<file path="src/rtl/piso_pkg.sv">
// Shared types and constants for the framed parallel-in serial-out transmitter.
package piso_pkg;

  typedef enum logic [2:0] {
    IDLE,
    START,
    DATA,
    PARITY,
    STOP
  } tx_state_t;

  localparam logic SOUT_IDLE = 1'b1;

  // Counter width for a modulus n, never narrower than one bit.
  function automatic int unsigned cnt_width(input int unsigned n);
    return (n > 1) ? $clog2(n) : 1;
  endfunction

endpackage

</file>
<file path="src/rtl/bit_tick_gen.sv">
// Bit-period divider: counts 0..DIV-1 and strobes bit_end on the last clock of each bit.
module bit_tick_gen
  import piso_pkg::*;
#(
  parameter int unsigned DIV = 4
) (
  input  logic clk,
  input  logic rst,
  input  logic clear,
  output logic bit_end
);

  localparam int unsigned CW = cnt_width(DIV);
  localparam logic [CW-1:0] CntMax = CW'(DIV - 1);

  logic [CW-1:0] cnt_q, cnt_d;

  always_comb begin
    bit_end = (cnt_q == CntMax);
    cnt_d   = cnt_q + CW'(1);
    // Accept restarts the period so the start bit is exactly DIV clocks long.
    if (clear || bit_end) begin
      cnt_d = '0;
    end
  end

  always_ff @(posedge clk) begin
    if (!rst) begin
      cnt_q <= '0;
    end else begin
      cnt_q <= cnt_d;
    end
  end

endmodule

</file>
<file path="src/rtl/piso_frame_tx.sv">
// Framed serial transmitter: start bit, LSB-first data, optional even parity, stop bit.
module piso_frame_tx
  import piso_pkg::*;
#(
  parameter int unsigned WIDTH     = 8,
  parameter int unsigned DIV       = 4,
  parameter int unsigned PARITY_EN = 1
) (
  input  logic             clk,
  input  logic             rst,
  input  logic [WIDTH-1:0] din,
  input  logic             din_valid,
  output logic             din_ready,
  output logic             sout,
  output logic             busy,
  output logic             done
);

  localparam int unsigned BW = $clog2(WIDTH) + 1;
  localparam logic [BW-1:0] LastBit = BW'(WIDTH - 1);

  tx_state_t        state_q, state_d;
  logic [WIDTH-1:0] shift_q, shift_d;
  logic [BW-1:0]    bit_cnt_q, bit_cnt_d;
  logic             par_q, par_d;
  logic             done_q, done_d;
  logic             accept;
  logic             bit_end;

  assign accept = (state_q == IDLE) && din_valid;

  bit_tick_gen #(
    .DIV(DIV)
  ) u_tick (
    .clk    (clk),
    .rst    (rst),
    .clear  (accept),
    .bit_end(bit_end)
  );

  always_comb begin
    state_d   = state_q;
    shift_d   = shift_q;
    bit_cnt_d = bit_cnt_q;
    par_d     = par_q;
    done_d    = 1'b0;
    unique case (state_q)
      IDLE: begin
        if (accept) begin
          state_d   = START;
          shift_d   = din;
          par_d     = ^din;
          bit_cnt_d = '0;
        end
      end
      START: begin
        if (bit_end) begin
          state_d = DATA;
        end
      end
      DATA: begin
        if (bit_end) begin
          shift_d   = shift_q >> 1;
          bit_cnt_d = bit_cnt_q + BW'(1);
          if (bit_cnt_q == LastBit) begin
            state_d   = (PARITY_EN != 0) ? PARITY : STOP;
            bit_cnt_d = '0;
          end
        end
      end
      PARITY: begin
        if (bit_end) begin
          state_d = STOP;
        end
      end
      STOP: begin
        if (bit_end) begin
          state_d = IDLE;
          done_d  = 1'b1;
        end
      end
      default: state_d = IDLE;
    endcase
  end

  always_ff @(posedge clk) begin
    if (!rst) begin
      state_q   <= IDLE;
      shift_q   <= '0;
      bit_cnt_q <= '0;
      par_q     <= 1'b0;
      done_q    <= 1'b0;
    end else begin
      state_q   <= state_d;
      shift_q   <= shift_d;
      bit_cnt_q <= bit_cnt_d;
      par_q     <= par_d;
      done_q    <= done_d;
    end
  end

  // Line level decoded purely from registered state.
  always_comb begin
    sout = SOUT_IDLE;
    unique case (state_q)
      START:   sout = 1'b0;
      DATA:    sout = shift_q[0];
      PARITY:  sout = par_q;
      default: sout = SOUT_IDLE;
    endcase
  end

  assign din_ready = (state_q == IDLE);
  assign busy      = (state_q != IDLE);
  assign done      = done_q;

endmodule

</file>
<file path="config.mk">
export PLATFORM = sky130hd
export DESIGN_NAME = piso_frame_tx
export DESIGN_NICKNAME = d
export VERILOG_FILES = /design/src/rtl/piso_pkg.sv /design/src/rtl/bit_tick_gen.sv /design/src/rtl/piso_frame_tx.sv
export SDC_FILE = /design/constraint.sdc
export NUM_CORES = 1
export LEC_CHECK = 0
export ABC_AREA = 1
export CORE_MARGIN = 3
export CORE_UTILIZATION = 55
export DETAILED_ROUTE_END_ITERATION = 16
export DONT_BUFFER_PORTS = 1
export PLACE_DENSITY = 0.78
export SLEW_MARGIN = 20
export SYNTH_ARGS = -nofsm -noshare
export SYNTH_HDL_FRONTEND = slang
export SYNTH_SLANG_ARGS = --single-unit
</file>
<file path="constraint.sdc">
create_clock -name clk -period 1.17 [get_ports clk]
set_input_delay 0.234 -clock clk [delete_from_list [all_inputs] [get_ports clk]]
set_output_delay 0.234 -clock clk [all_outputs]
set_load 0.02 [all_outputs]
</file>
== Word level (Yosys, flattened, before mapping) ==
Index checks and enable logic that the tools add are counted.
Word-level totals
  output and inout port bits: 4
  logic and storage cells: 48
  register bits after elaboration: 19
  input bits: 11
Cells by class
  bitwise gates (word level): 1
  reductions and logical operators: 11
  add/sub/neg operators: 2
  muxes and demuxes: 16
  eq/ne operators: 12
Operator list (number)
  two-way mux 3 bit: 6
  two-way mux 8 bit: 2
  one-hot mux 8 bit (2 select lines): 1
  one-hot mux 3 bit (5 select lines): 1
  two-way mux 4 bit: 3
  != test 2 bit (second input constant): 5
  one-hot mux 4 bit (2 select lines): 1
  parity 8 bit: 1
  == test 3 x 2 -> 1 bit (second input constant): 2
  AND reduction 6 bit: 1
  adder 4 x 1 -> 4 bit (second input constant): 1
  == test 4 x 3 -> 1 bit (second input constant): 1
  AND reduction 2 bit: 2
  == test 3 x 1 -> 1 bit (second input constant): 1
  == test 3 bit (second input constant): 1
  zero test 3 bit: 1
  one-hot mux 1 bit (3 select lines): 1
  AND reduction 3 bit: 1
  nonzero test 3 bit: 1
  adder 2 x 1 -> 2 bit (second input constant): 1
  == test 2 bit (second input constant): 1
  != test 2 x 1 -> 1 bit (second input constant): 1
  nonzero test 2 bit: 1
  OR reduction 2 bit: 1
  other kinds (4): 4

== Longest topological paths before layout ==
  depth in word-level cells: 4
  depth in mapped cells: 10
  gate-level depth less buffers: 10

== By module ==
Synthesis repeated with hierarchy kept, for this count alone.
Unflattened totals
  cells, all modules: 183
  area total of the unflattened synthesis: 1151.1 um^2
By module, submodules not included
  piso_frame_tx: cells each 175, seq. area each 340.3 um^2, area an instance 1079.8 um^2, instances 1
  bit_tick_gen: cells each 8, seq. area each 40.0 um^2, area an instance 71.3 um^2, instances 1

== Least setup slack after synthesis ==
Ideal clock, no wire load.
  path kind: reg-to-output
  start: register state_q[0]
  end: output sout
  buffers on the path: 1
  path slack: -0.127 ns
  data arrival time: 1.063 ns
  required time: 0.936 ns
  cell stages (with the launch flop): 7
  cell sequence: dfxtp_1 -> nor2_2 -> nand2_4 -> inv_2 -> buf_6 -> nand2_1 -> o211ai_1
On the way
  word-level cells in the longest chain between the ends: 2
  elaborated cells on any way between the ends: 4
  classes of those cells: eq/ne: 3; mux: 1
Ends and longest elaborated chain
  start: declaration: RTL line piso_frame_tx.sv:22  | tx_state_t state_q, state_d;
  start signal: assignment: RTL line piso_frame_tx.sv:94  | state_q <= state_d;
  == test 3 x 2 -> 1 bit or == test 3 x 1 -> 1 bit (tied branches): RTL line piso_frame_tx.sv:105  | unique case (state_q)
  one-hot mux 1 bit (3 select lines) (*): RTL line piso_frame_tx.sv:105
  end: declaration: RTL line piso_frame_tx.sv:14  | output logic sout,
Mark *: on every way between the ends. The rest lies on a longest branch, timed or not.

== Worst setup path in the final report ==
  start: register state_q[2]
  end: register shift_q[0]
On the way
  word-level cells in the longest chain between the ends: 4
  elaborated cells on any way between the ends: 8
  classes of those cells: eq/ne: 3; mux: 1; reduce/logical: 4
Ends and longest elaborated chain
  zero test 3 bit: RTL line piso_frame_tx.sv:30, piso_frame_tx.sv:47
  logical AND 1 bit: RTL line piso_frame_tx.sv:30  | assign accept = (state_q == IDLE) && din_valid;
  != test 2 x 1 -> 1 bit (no line)
  AND reduction 3 bit (no line)
  end signal: assignment: RTL line piso_frame_tx.sv:95  | shift_q <= shift_d;
  end: declaration: RTL line piso_frame_tx.sv:23  | logic [WIDTH-1:0] shift_q, shift_d;
Several ways; a longest one is shown, not always the timed one.
A chain may end at the register's enable or synchronous reset.

==> metrics.csv <==
stage,metric,value,unit
logic_synthesis,synthesis.nets,185,
route,via_count,1294,
worst_setup_path,r2r_slack,-0.36,ns
logic_synthesis,async_flop_share,0,%
clocking,clock_latency,0.31,ns
clocking,numCtsBuffers,3,
final_layout,layout_common_cells,"39 x nand2_1, 23 x nor2_1, 18 x inv_1, 17 x buf_4, 14 x dfxtp_1",
logic_synthesis,synth-xor-area-share,1.57,%
worst_setup_path,crit_end,shift_q[0],
logic_synthesis,yosysWarningCount,0,
grt,grt.total_usage,24.5,%
worst_setup_path,start_kind,register,
sta,setup_ws,-0.355,ns
grt,grt_antenna_before_repair,0,
worst_setup_path,path_buf_inv,2,
worst_setup_path,cp_top_family,simple AND/OR/NAND/NOR gates,
sta,slew_violations,0,
clocking,clock-sinks,19,
sta,fin_skew,0.00531,ns
clocking,cts_tree,built,
sta,hold_viol_final,0,
worst_setup_path,r2r_start,state_q[2],
sta,tightest_slew,0.372,ns
outcome,violations,negative setup slack,
worst_setup_path,critPathKind,reg2reg,
grt,first_global_vias,1110,
route,wl,3.65,mm
sta,fin_setup_tns,-5.40,ns
worst_setup_path,crit_top_cell,nor2_1,
final_layout,layout.filler_cells,104,
final_layout,final_common_cell,nand2_1,
route,drtPass1Iterations,6,
sta,rsz0062_at_grt,true,
power,p_per_area,2090,mW/mm^2
power,p_leak,0.000730,uW
clocking,htree_levels,1,
logic_synthesis,yosysUniqueCellTypes,24,
logic_synthesis,synthMuxAreaShare,0,%
logic_synthesis,ys_seq_area_share,34.1,%
worst_setup_path,crit_slowest_cell,dfxtp_4,
logic_synthesis,synth_simple_gate_area_share,37.9,%
worst_hold_path,min_path_type,in2reg,
clocking,clockRootBuffer,clkbuf_4,
sta,period_minus_slack,1.53,ns
clocking,cts_buffer_depth,2,
final_layout,utilization,85.9,%
final_layout,drive_above_1_share,42.0,%
sta,setup_viol,21,
final_layout,syn2layout_area_growth,40.1,%
clocking,clk_pin_slew,0.12,ns
outcome,status,"finished, violations left",
die,rows,15,
final_layout,layout.nets,214,
die,dieArea,0.00261,mm^2
sta,fin_crit_sh,130,%
worst_setup_path,path_depth,7,
worst_setup_path,r2r-end,shift_q[0],
logic_synthesis,syn_inst,172,
power,peakVddDrop,1.47,mV
logic_synthesis,synth_area,0.00112,mm^2
logic_synthesis,synth_edf_count,0,
die,num_io_pins,15,
worst_setup_path,reg2reg_depth,7,
route,wl_per_cell,16.2,um
worst_setup_path,critPathRequiredTime,1.38,ns
route,drc,0,
die,core_region_area,0.00182,mm^2
place,gp_congestion,0.898,
grt,grt.overflow.total,0,
place,dp_cells,207,
final_layout,finalNonFillerCells,225,
die,dieHeight,51.0,um
grt,grt_pass1_wl,4.82,mm
clocking,cts_hold_buf,0,
worst_setup_path,crit_start,state_q[2],
worst_setup_path,max_stage_delay,0.38,ns
worst_setup_path,critPathMaxFanout,6,
sta,maxSlewHeadroom,75.2,%
die,die_w,51.0,um
die,start_util,61.3,%
route,vias_per_cell,5.75,
power,total_power,3260,uW
logic_synthesis,synth_fa_ha_area_share,2.24,%
worst_setup_path,cp_cell_sequence,nor2_4 > nand2_4 > buf_4 > o21ai_4 > clkinv_4 > nor2_1 > nor2_1,
place,portBuffers,0,
worst_setup_path,arrival,1.73,ns
route,drt_iter0_markers,37,
logic_synthesis,synth-main-ff-cell,dfxtp_1,
sta,fmax,656,MHz
worst_setup_path,end_kind,register,
logic_synthesis,syn_area_per_cell,6.49,um^2
logic_synthesis,synth_top_family_by_area,simple AND/OR/NAND/NOR gates,
final_layout,antenna_cells,0,
logic_synthesis,synth-seq-cells,19,
run,drv_cap,0,
grt,grt_max_degree,13,
logic_synthesis,synth_compound_area_share,12.8,%
place,dpl.hpwl,1.86,mm
route,postRouteAntennaNets,0,
## synth_stat cells, types with 2 or more instances
cell type  number  share of area [%]
nor2_2          5                2.8
inv_1          22                7.4
nand2_1        48                 16
inv_2           2               0.67
nand3_1         8                3.6
nor2_1         29                9.8
a21oi_1         6                2.7
ha_1            2                2.2
dfxtp_1        19                 34
buf_6           3                3.0
o21ai_0        15                6.7
## cell families (layout without fill, tap and decap cells)
group / Yosys count / after routing
xor gates and xnor gates: 2 / 2
DFF: 19 / 19
AOI/OAI and AO/OA: 25 / 25
buffers and inverters: 28 / 56
and+or+nand+nor: 96 / 96
adders and majority gates: 2 / 2
## routing by layer
layer / share of wire, % / GRT usage, %
met1: 39 / 29.3
met2: 49 / 42.9
met3: 5.8 / 4.08
met4: 6.5 / 10.3
met5: 0 / 0
## registers in the layout, indices dropped and copies added (netlist names)
signal        cells
u_tick.cnt_q      2
shift_q           8
par_q             1
state_q           3
bit_cnt_q         4
done              1
## per-stage QoR
| step | hold slack, ns | setup WS, ns | area [um^2] |
|---|---|---|---|
| floorplan | 0.395 | -0.0537 | 1130 |
| global placement | 0.357 | -0.0616 | 1230 |
| detailed placement | 0.367 | -0.132 | 1230 |
| CTS | 0.0526 | -0.279 | 1380 |
| global route | 0.0154 | -0.411 | 1560 |
| finish | 0.0269 | -0.355 | 1560 |
## worst register-to-register path: stages, from the launching register on
cell,delay [ns]
dfxtp_4,0.38
nor2_4,0.14
nand2_4,0.08
buf_4,0.17
o21ai_4,0.27
clkinv_4,0.17
nor2_1,0.15
nor2_1,0.06
## report_power, final
part	switching, uW	internal [uW]
Combinational	1100	830
Sequential	155	821
Clock	225	133
## final cells by class
class | instances | area, um^2 | share of cell area [%]
clock buffer | 4 | 26.3 | 1.68
timing repair inverter | 1 | 6.26 | 0.400
multi-input combinational | 125 | 763 | 48.8
tap | 25 | 31.3 | 2.00
sequential | 19 | 394 | 25.2
inverter | 24 | 103 | 6.56
timing repair buffer | 27 | 240 | 15.4
## worst min path at each step
stage	from	endpoint	cells after the start
after floorplan	rst	u_tick.cnt_q[1]	2
after global placement	rst	state_q[1]	2
after detailed placement	rst	state_q[1]	2
after CTS	rst	state_q[1]	2
after global routing	rst	state_q[1]	2
final	rst	state_q[1]	2
## what timing repair did
action / in CTS / in global routing
cloned: 0 / 1
setup endpoints to repair: 19 / 22
pin swaps: 8 / 13
resized for setup: 27 / 42
buffers inserted: 7 / 6
hold endpoints to repair: 0 / 0
Power figures use the tool's default switching activity.
